`src/rtl/pipe_valid_ctrl_pkg.sv`:
```
// Shared constants and types for the pipeline valid/load-enable controller.
// Provides stage indices, the per-cycle action encoding and the counter width.
package pipe_ctrl_pkg;

  localparam int STG_IF_ID  = 0;
  localparam int STG_ID_EX  = 1;
  localparam int STG_EX_MEM = 2;
  localparam int STG_MEM_WB = 3;

  localparam int CNT_W = 16;

  typedef enum logic [2:0] {
    ACT_RESET,
    ACT_FREEZE,
    ACT_FLUSH,
    ACT_BUBBLE,
    ACT_ADVANCE
  } ctrl_action_t;

endpackage

```
`src/rtl/pipe_valid_ctrl_if.sv`:
```
// Hazard inputs and per-stage valid/load outputs of the pipeline controller.
// The master side raises hazards; the slave side is the controller itself.
interface pipe_valid_ctrl_if #(
  parameter int NUM_STAGES = 4
);
  import pipe_ctrl_pkg::*;

  logic                  i_mem_resp;
  logic                  dcache_stall;
  logic                  ldi_stall;
  logic                  br_taken;
  logic [NUM_STAGES-1:0] stage_valid;
  logic [NUM_STAGES-1:0] load_en;
  logic [CNT_W-1:0]      flush_cnt;
  logic [CNT_W-1:0]      bubble_cnt;

  modport master (
    output i_mem_resp, dcache_stall, ldi_stall, br_taken,
    input  stage_valid, load_en, flush_cnt, bubble_cnt
  );

  modport slave (
    input  i_mem_resp, dcache_stall, ldi_stall, br_taken,
    output stage_valid, load_en, flush_cnt, bubble_cnt
  );

endinterface

```
`src/rtl/pipe_valid_ctrl_fetch_window_ctr.sv`:
```
// Fetch window counter: opens HOLD_CYCLES cycles of fetch after each
// instruction-memory response; a taken branch closes it immediately.
module fetch_window_ctr #(
  parameter int HOLD_CYCLES = 2
) (
  input  logic clk,
  input  logic rst,
  input  logic i_mem_resp,
  input  logic hold,
  input  logic kill,
  output logic fetch_ok
);

  localparam int FW = $clog2(HOLD_CYCLES + 1);

  logic [FW-1:0] fcnt_q;
  logic [FW-1:0] fcnt_d;

  // A word arriving alongside a taken branch is wrong-path, so kill wins.
  always_comb begin
    fcnt_d = fcnt_q;
    if (kill) begin
      fcnt_d = '0;
    end else if (i_mem_resp) begin
      fcnt_d = FW'(HOLD_CYCLES);
    end else if (!hold && (fcnt_q != '0)) begin
      fcnt_d = fcnt_q - FW'(1);
    end
  end

  always_ff @(posedge clk) begin
    if (rst) begin
      fcnt_q <= '0;
    end else begin
      fcnt_q <= fcnt_d;
    end
  end

  assign fetch_ok = (fcnt_q != '0);

endmodule

```
`src/rtl/pipe_valid_ctrl.sv`:
```
// Per-stage valid and load-enable controller with freeze/flush/bubble priority.
// Optional flush/bubble performance counters are built under PIPE_VALID_PERF_EN.
module pipe_valid_ctrl
  import pipe_ctrl_pkg::*;
#(
  parameter int NUM_STAGES   = 4,
  parameter int FLUSH_DEPTH  = 2,
  parameter int BUBBLE_STAGE = 1,
  parameter int HOLD_CYCLES  = 2
) (
  input  logic             clk,
  input  logic             rst,
  pipe_valid_ctrl_if.slave bus
);

  if (NUM_STAGES < 2 || FLUSH_DEPTH < 1 || FLUSH_DEPTH >= NUM_STAGES ||
      BUBBLE_STAGE < 1 || BUBBLE_STAGE >= NUM_STAGES || HOLD_CYCLES < 1) begin : g_bad_param
    $error("pipe_valid_ctrl: illegal parameter combination");
  end

  ctrl_action_t          action;
  logic                  fetch_ok;
  logic [NUM_STAGES-1:0] sv_q;
  logic [NUM_STAGES-1:0] sv_d;
  logic [NUM_STAGES-1:0] sv_shl;
  logic [NUM_STAGES-1:0] load_en;

  fetch_window_ctr #(
    .HOLD_CYCLES (HOLD_CYCLES)
  ) u_fwin (
    .clk        (clk),
    .rst        (rst),
    .i_mem_resp (bus.i_mem_resp),
    .hold       (bus.dcache_stall),
    .kill       (bus.br_taken),
    .fetch_ok   (fetch_ok)
  );

  // Action decoder: deliberately blind to i_mem_resp so load_en has no path from it.
  always_comb begin
    action = ACT_ADVANCE;
    if (rst) begin
      action = ACT_RESET;
    end else if (bus.dcache_stall) begin
      action = ACT_FREEZE;
    end else if (bus.br_taken) begin
      action = ACT_FLUSH;
    end else if (bus.ldi_stall) begin
      action = ACT_BUBBLE;
    end
  end

  assign sv_shl = {sv_q[NUM_STAGES-2:0], 1'b0};

  always_comb begin
    sv_d    = sv_q;
    load_en = '1;
    unique case (action)
      ACT_RESET: begin
        sv_d = '0;
      end
      ACT_FREEZE: begin
        load_en = '0;
      end
      ACT_FLUSH: begin
        sv_d = sv_shl;
        for (int i = 0; i < NUM_STAGES; i++) begin
          if (i < FLUSH_DEPTH) sv_d[i] = 1'b0;
        end
      end
      ACT_BUBBLE: begin
        for (int i = 0; i < NUM_STAGES; i++) begin
          if (i < BUBBLE_STAGE) begin
            sv_d[i]    = sv_q[i];
            load_en[i] = 1'b0;
          end else if (i == BUBBLE_STAGE) begin
            sv_d[i] = 1'b0;
          end else begin
            sv_d[i] = sv_shl[i];
          end
        end
      end
      default: begin
        sv_d = sv_shl | NUM_STAGES'(fetch_ok);
      end
    endcase
  end

  always_ff @(posedge clk) begin
    if (rst) begin
      sv_q <= '0;
    end else begin
      sv_q <= sv_d;
    end
  end

  assign bus.stage_valid = sv_q;
  assign bus.load_en     = load_en;

`ifdef PIPE_VALID_PERF_EN
  function automatic logic [CNT_W-1:0] sat_inc(input logic [CNT_W-1:0] v);
    return (v == '1) ? v : v + CNT_W'(1);
  endfunction

  logic [CNT_W-1:0] flush_cnt_q;
  logic [CNT_W-1:0] flush_cnt_d;
  logic [CNT_W-1:0] bubble_cnt_q;
  logic [CNT_W-1:0] bubble_cnt_d;

  always_comb begin
    flush_cnt_d  = flush_cnt_q;
    bubble_cnt_d = bubble_cnt_q;
    if (action == ACT_FLUSH)  flush_cnt_d  = sat_inc(flush_cnt_q);
    if (action == ACT_BUBBLE) bubble_cnt_d = sat_inc(bubble_cnt_q);
  end

  always_ff @(posedge clk) begin
    if (rst) begin
      flush_cnt_q  <= '0;
      bubble_cnt_q <= '0;
    end else begin
      flush_cnt_q  <= flush_cnt_d;
      bubble_cnt_q <= bubble_cnt_d;
    end
  end

  assign bus.flush_cnt  = flush_cnt_q;
  assign bus.bubble_cnt = bubble_cnt_q;
`else
  assign bus.flush_cnt  = '0;
  assign bus.bubble_cnt = '0;
`endif

endmodule

```
`src/flat_wrapper.sv`:
```
// flat-port wrapper written by rule: the top's interface ports become plain ports
module pipe_valid_ctrl_flat import pipe_ctrl_pkg::*;
#(
  parameter int NUM_STAGES   = 4,
  parameter int FLUSH_DEPTH  = 2,
  parameter int BUBBLE_STAGE = 1,
  parameter int HOLD_CYCLES  = 2
)
  (clk, rst, bus_i_mem_resp, bus_dcache_stall, bus_ldi_stall, bus_br_taken, bus_stage_valid, bus_load_en, bus_flush_cnt, bus_bubble_cnt);
  pipe_valid_ctrl_if #(.NUM_STAGES(NUM_STAGES)) bus_i ();
  input  logic clk;
  input  logic rst;
  input wire logic [$bits(bus_i.i_mem_resp)-1:0] bus_i_mem_resp;
  input wire logic [$bits(bus_i.dcache_stall)-1:0] bus_dcache_stall;
  input wire logic [$bits(bus_i.ldi_stall)-1:0] bus_ldi_stall;
  input wire logic [$bits(bus_i.br_taken)-1:0] bus_br_taken;
  output wire logic [$bits(bus_i.stage_valid)-1:0] bus_stage_valid;
  output wire logic [$bits(bus_i.load_en)-1:0] bus_load_en;
  output wire logic [$bits(bus_i.flush_cnt)-1:0] bus_flush_cnt;
  output wire logic [$bits(bus_i.bubble_cnt)-1:0] bus_bubble_cnt;
  assign bus_i.i_mem_resp = bus_i_mem_resp;
  assign bus_i.dcache_stall = bus_dcache_stall;
  assign bus_i.ldi_stall = bus_ldi_stall;
  assign bus_i.br_taken = bus_br_taken;
  assign bus_stage_valid = bus_i.stage_valid;
  assign bus_load_en = bus_i.load_en;
  assign bus_flush_cnt = bus_i.flush_cnt;
  assign bus_bubble_cnt = bus_i.bubble_cnt;
  pipe_valid_ctrl #(.NUM_STAGES(NUM_STAGES), .FLUSH_DEPTH(FLUSH_DEPTH), .BUBBLE_STAGE(BUBBLE_STAGE), .HOLD_CYCLES(HOLD_CYCLES)) u_core (.clk(clk), .rst(rst), .bus(bus_i));
endmodule
```
`config.mk`:
```
export PLATFORM = sky130hd
export DESIGN_NAME = pipe_valid_ctrl_flat
export DESIGN_NICKNAME = d
export VERILOG_FILES = /design/src/rtl/pipe_valid_ctrl_pkg.sv /design/src/rtl/pipe_valid_ctrl_if.sv /design/src/rtl/pipe_valid_ctrl_fetch_window_ctr.sv /design/src/rtl/pipe_valid_ctrl.sv /design/src/flat_wrapper.sv
export SDC_FILE = /design/constraint.sdc
export NUM_CORES = 1
export LEC_CHECK = 0
export ABC_AREA = 1
export CAP_MARGIN = 30
export CORE_MARGIN = 2
export CORE_UTILIZATION = 28
export CTS_BUF_LIST = sky130_fd_sc_hd__clkbuf_16
export CTS_CLUSTER_DIAMETER = 80
export DETAILED_ROUTE_END_ITERATION = 6
export GPL_TIMING_DRIVEN = 0
export HOLD_SLACK_MARGIN = 0.05
export PLACE_DENSITY_LB_ADDON = 0.05
export SLEW_MARGIN = 25
export SYNTH_ARGS = -nofsm -noshare
export SYNTH_HDL_FRONTEND = slang
export SYNTH_SLANG_ARGS = --single-unit
export TNS_END_PERCENT = 1
```
`constraint.sdc`:
```
create_clock -name clk -period 0.9 [get_ports clk]
set_input_delay 0.27 -clock clk [delete_from_list [all_inputs] [get_ports clk]]
set_output_delay 0.27 -clock clk [all_outputs]
set_load 0.01 [all_outputs]
```
### Word level (Yosys, flattened, before mapping)

Cells that the tools add are included.

* bits in latches: 0
* memories: 0
* output and inout bits: 40
* register bits: 6
* bits in read-only memories: 0
* logic and storage cells: 29
* bits of input ports: 6
* bits in writable memories: 0

* $mul: 0
* bitwise logic cells: 3
* muxes and demuxes: 9
* $add $sub $neg: 1
* reduce and logical (&&, ||, !) cells: 9
* div/mod/pow operators: 0
* equal/unequal tests: 3
* order comparisons: 0
* shift-type cells: 0

Operators with widths (count)
* one-hot mux 4 bit (4 select lines): 1
* two-way mux 3 bit: 5
* == test 3 x 2 -> 1 bit (second input constant): 2
* two-way mux 2 bit: 2
* bitwise OR 4 x 1 -> 4 bit: 1
* nonzero test 2 bit: 2
* OR reduction 2 bit: 2
* == test 3 x 1 -> 1 bit (second input constant): 1
* zero test 3 bit: 1
* OR reduction 3 bit: 1
* inverter 1 bit: 2
* AND reduction 2 bit: 1
* subtractor 2 x 1 -> 2 bit (second input constant): 1
* logical AND 1 bit: 1
* zero test 1 bit: 1
* two-way mux 1 bit: 1

### Longest topological paths before layout

* word-level depth: 7
* gate-level depth with buffers: 7
* gate-level depth less buffers: 7

### By module

From an unflattened synthesis, not the netlist that was laid out.

* cells, all modules: 84
* area total of the unflattened synthesis: 564.3 sq um

By module, submodules not included
* pipe_valid_ctrl: cells each 63, area each 441.7 sq um, seq. area each 80.1 sq um, times used 1
* fetch_window_ctr: cells each 21, area each 122.6 sq um, seq. area each 40.0 sq um, times used 1

### Least setup slack after synthesis

Ideal clock, no wire load.

* kind: register to register
* from: register u_core.u_fwin.fcnt_q[0]
* to: register u_core.u_fwin.fcnt_q[0]
* setup slack: -78 ps
* library setup time: 114 ps
* period minus slack after synthesis: 978 ps
* stages on the path, launching flop included: 6
* buffers on the path: 0
* arrival: 863 ps
* data required time: 786 ps
* path through: dfxtp_1 > inv_1 > ha_1 > nor2_1 > xor2_1 > nor2_1

* longest elaborated chain between the ends: 2
* elaborated cells between the ends (all ways): 3
* classes of those cells: 1 x add/sub; 2 x reduce/logical

Ends and longest elaborated chain
* start: declaration: line pipe_valid_ctrl_fetch_window_ctr.sv:16 `logic [FW-1:0] fcnt_q;`
* start signal: assignment: line pipe_valid_ctrl_fetch_window_ctr.sv:35 `fcnt_q <= fcnt_d;`
* parallel branches: the longest is 2 deep, another holds subtractor 2 x 1 -> 2 bit

Several ways; the timed one is not identified.
A chain may end at the register's enable or synchronous reset.

### Final worst setup path

* from: input port bus_br_taken
* to: output port bus_load_en[0]

* longest elaborated chain between the ends: 6
* elaborated cells between the ends (all ways): 7
* classes of those cells: 2 x eq/ne; 4 x mux; 1 x reduce/logical

Ends and longest elaborated chain
* start: declaration: line flat_wrapper.sv:16 `input wire logic [$bits(bus_i.br_taken)-1:0] bus_br_taken;`
* two-way mux 3 bit *: line pipe_valid_ctrl.sv:46 `end else if (bus.br_taken) begin`
* two-way mux 3 bit *: line pipe_valid_ctrl.sv:44 `end else if (bus.dcache_stall) begin`
* two-way mux 3 bit *: line pipe_valid_ctrl.sv:42 `if (rst) begin`
* == test 3 x 2 -> 1 bit / == test 3 x 1 -> 1 bit (equally long branches): line pipe_valid_ctrl.sv:58 `unique case (action)`
* OR reduction 2 bit (no source line) *
* two-way mux 1 bit *
* end: declaration: line flat_wrapper.sv:18 `output wire logic [$bits(bus_i.load_en)-1:0] bus_load_en;`

Mark *: on every way between the ends. The rest lies on a longest branch, timed or not.

==> metrics.csv <==
stage;metric;value;unit
run;MaxCap Viol Count;0;
timing;minimum clock period;1.01;ns
clock_tree;root buffer cell;clkbuf_16;
place;port bufs;13;
drt;DR pass1 iterations;2;
drt;number of remaining DRC errors;0;
clock_tree;TritonCTS clock tree;built;
power;power per cell area;1290;nW/um2
final_layout;Diodes inserted;0;
clock_tree;CTS Buf Count;3;
run_status;status;finished, violations left;
worst_setup_path;delay-heaviest family, CP;buffers and inverters;
timing;period utilization;112;%
global_route;grt ovf;0;
worst_setup_path;CP bufs+invs;4;
drt;Vias;502;
die;# rows;15;
logic_synthesis;sequential area share after synthesis;22.1;%
logic_synthesis;Synth area leader;buf_4;
final_layout;layout cell share with drive strength beyond 1;54.2;%
worst_setup_path;Critical Path RT;0.63;ns
die;Ports;46;
min_path;hold crit path type;primary input to register;
worst_setup_path;CP arrival;0.74;ns
global_route;pin count of the biggest net entering global routing;8;
timing;setup violators final;10;
timing;max-slew violation count;0;
worst_setup_path;Critical-path top delay cell;buf_2;
place;Detailed Place HPWL;819;um
final_layout;layout overhead on the synthesized area;86.9;%
clock_tree;# H-tree levels;1;
clock_tree;Sink Count;6;
timing;TNS Setup;-0.440;ns
global_route;first-pass GRT wire length;1.41;mm
run_status;failing checks;negative setup slack;
final_layout;commonest non-fill, non-tap cell in the layout;buf_4;
timing;fmax;0.994;GHz
worst_setup_path;WS Path Type;primary input to output pin;
logic_synthesis;leading post-synthesis cells by cell area;buf_4 (47%), dfxtp_1 (22%), inv_1 (8.3%), nand2_1 (4.8%), o21ai_0 (3.7%);
place;GP Congestion;0.653;
logic_synthesis;#FFs+latches synth;6;
logic_synthesis;cell area after synthesis;544;um2
die;die width;48.1;um
power;Power, Total;1.32;mW
logic_synthesis;mean post-synth cell area;7.07;um2
final_layout;Final nets;140;
drt;Vias/cell;3.22;
drt;post-route ant nets;0;
timing;Worst Skew;0.000398;ns
global_route;vias in the first global route;364;
timing;Hold Slack;0.300;ns
global_route;gr usage total;9.40;%
logic_synthesis;Yosys cell types;14;
timing;unrepaired setup endpoints after global routing;true;
worst_setup_path;top fanout value on the critical path;2;
drt;DR WL/cell;6.88;um
drt;drt total wl;1.07;mm
drt;Initial DRC Count;5;
worst_setup_path;max incr delay on CP;0.13;ns
die;Die ar.;2310;um2
clock_tree;deepest clock path buffer count;2;
worst_setup_path;nature of the critical path endpoint;output pin;
power;Leak;0.584;nW
logic_synthesis;top cell type's share of synthesized area;46.9;%
clock_tree;Clock Latency Late Sink;0.23;ns
power;peak supply drop;0.919;mV
final_layout;commonest non-fill, non-tap cells in the layout;buf_4 (40), conb_1 (32), buf_6 (9);
timing;Final WS setup;-0.106;ns
worst_setup_path;CP cell instances;buf_8 > inv_4 > a21oi_4 > nor2_2 > inv_1 > buf_2;
global_route;initial antenna violation count;0;
die;Die H;48.1;um
die;Initial Utilization;30.5;%
logic_synthesis;Synth warnings;0;
clock_tree;clock-pin slew of the registers on the worst-case setup and hold paths;0.03;ns
timing;final hold vios;0;
worst_setup_path;Critical Path Source Type;primary input;
logic_synthesis;Cells after Synth;77;
die;core area;1780;um2
[layout make-up]
| type | count | area, um2 |
|---|---|---|
| multi-input cells | 56 | 282 |
| inverters | 12 | 50.0 |
| clock buffers | 3 | 75.1 |
| flip-flops and latches | 6 | 128 |
| well taps | 25 | 31.3 |
| plain buffers | 34 | 259 |
| repair buffers | 20 | 193 |
| fillers | 172 | 766 |
[sequential cells by signal, summed over array words and instances, names as in the netlist]
register	flops
u_core.bus.stage_valid	4
u_core.u_fwin.fcnt_q	2
[metal layers]
| layer | vias to the layer above | GRT usage, % | share of wire, % |
|---|---|---|---|
| li1 | 279 | - | - |
| met1 | 199 | 8.69 | 35 |
| met2 | 24 | 17.1 | 55 |
| met3 | 0 | 5.56 | 9.9 |
| met4 | 0 | 3.24 | 0 |
| met5 | - | 0 | 0 |
[timing repair]
action / 4_1_cts / 5_1_grt
pin swaps: 5 / 2
setup buffers: 6 / 1
endpoints found under the setup margin: 14 / 11
hold buffers: 0 / 0
gates resized for setup: 75 / 4
hold endpoints to repair: 0 / 0
[Yosys cell counts, drive strengths merged]
cell type  count
o21ai          4
nand4          1
xor2           1
inv           12
nand3          3
ha             1
nor2           4
nand2          7
nor3           1
a21oi          1
conb           1
dfxtp          6
buf           34
o22ai          1
[logic make-up (layout without fill, tap and decap cells)]
family          after synthesis  in the layout  share of synthesized area [%]
buf+inv                      46             69                           55.2
simple gates                 16             16                           12.4
compound gates                6              6                           5.75
flops                         6              6                           22.1
fa+ha+maj                     1              1                           2.30
other cells                   1             32                          0.689
xor+xnor                      1              1                           1.61
[stage by stage]
stage / setup slack, ns / cell area (um2) / std cells / util (%)
floorplan: -0.0156 / 681 / 108 / -
global placement: -1.05 / 842 / 146 / 47.2
detailed placement: -1.05 / 842 / 146 / 47.2
CTS: -0.134 / 993 / 155 / 55.7
global route: -0.157 / 1020 / 156 / 57.1
finish: -0.106 / 1020 / 156 / 57.1
[worst paths after layout]
check,startpoint,end,slack [ns],cells past startpoint
worst max-delay path,bus_br_taken,bus_load_en[0],-0.11,6
worst min-delay path,rst,u_core.u_fwin.fcnt_q[1],0.30,4
worst max register to register,u_core.u_fwin.fcnt_q[1],u_core.u_fwin.fcnt_q[1],-0.04,7
worst min register to register,u_core.bus.stage_valid[0],u_core.bus.stage_valid[0],0.46,2
[worst register-to-register path, delay by kind of cell (launching register included)]
kind,cells,cell delay [ns]
flops,1,0.32
fa+ha+maj,1,0.24
buf+inv,3,0.10
simple gates,3,0.18
[report_power, final]
part | leakage (nW) | switching [mW] | internal, mW
clock network | 0.0370 | 0.145 | 0.570
registers | 0.0515 | 0.00255 | 0.272
logic | 0.495 | 0.147 | 0.181
Power figures use the tool's default switching activity.
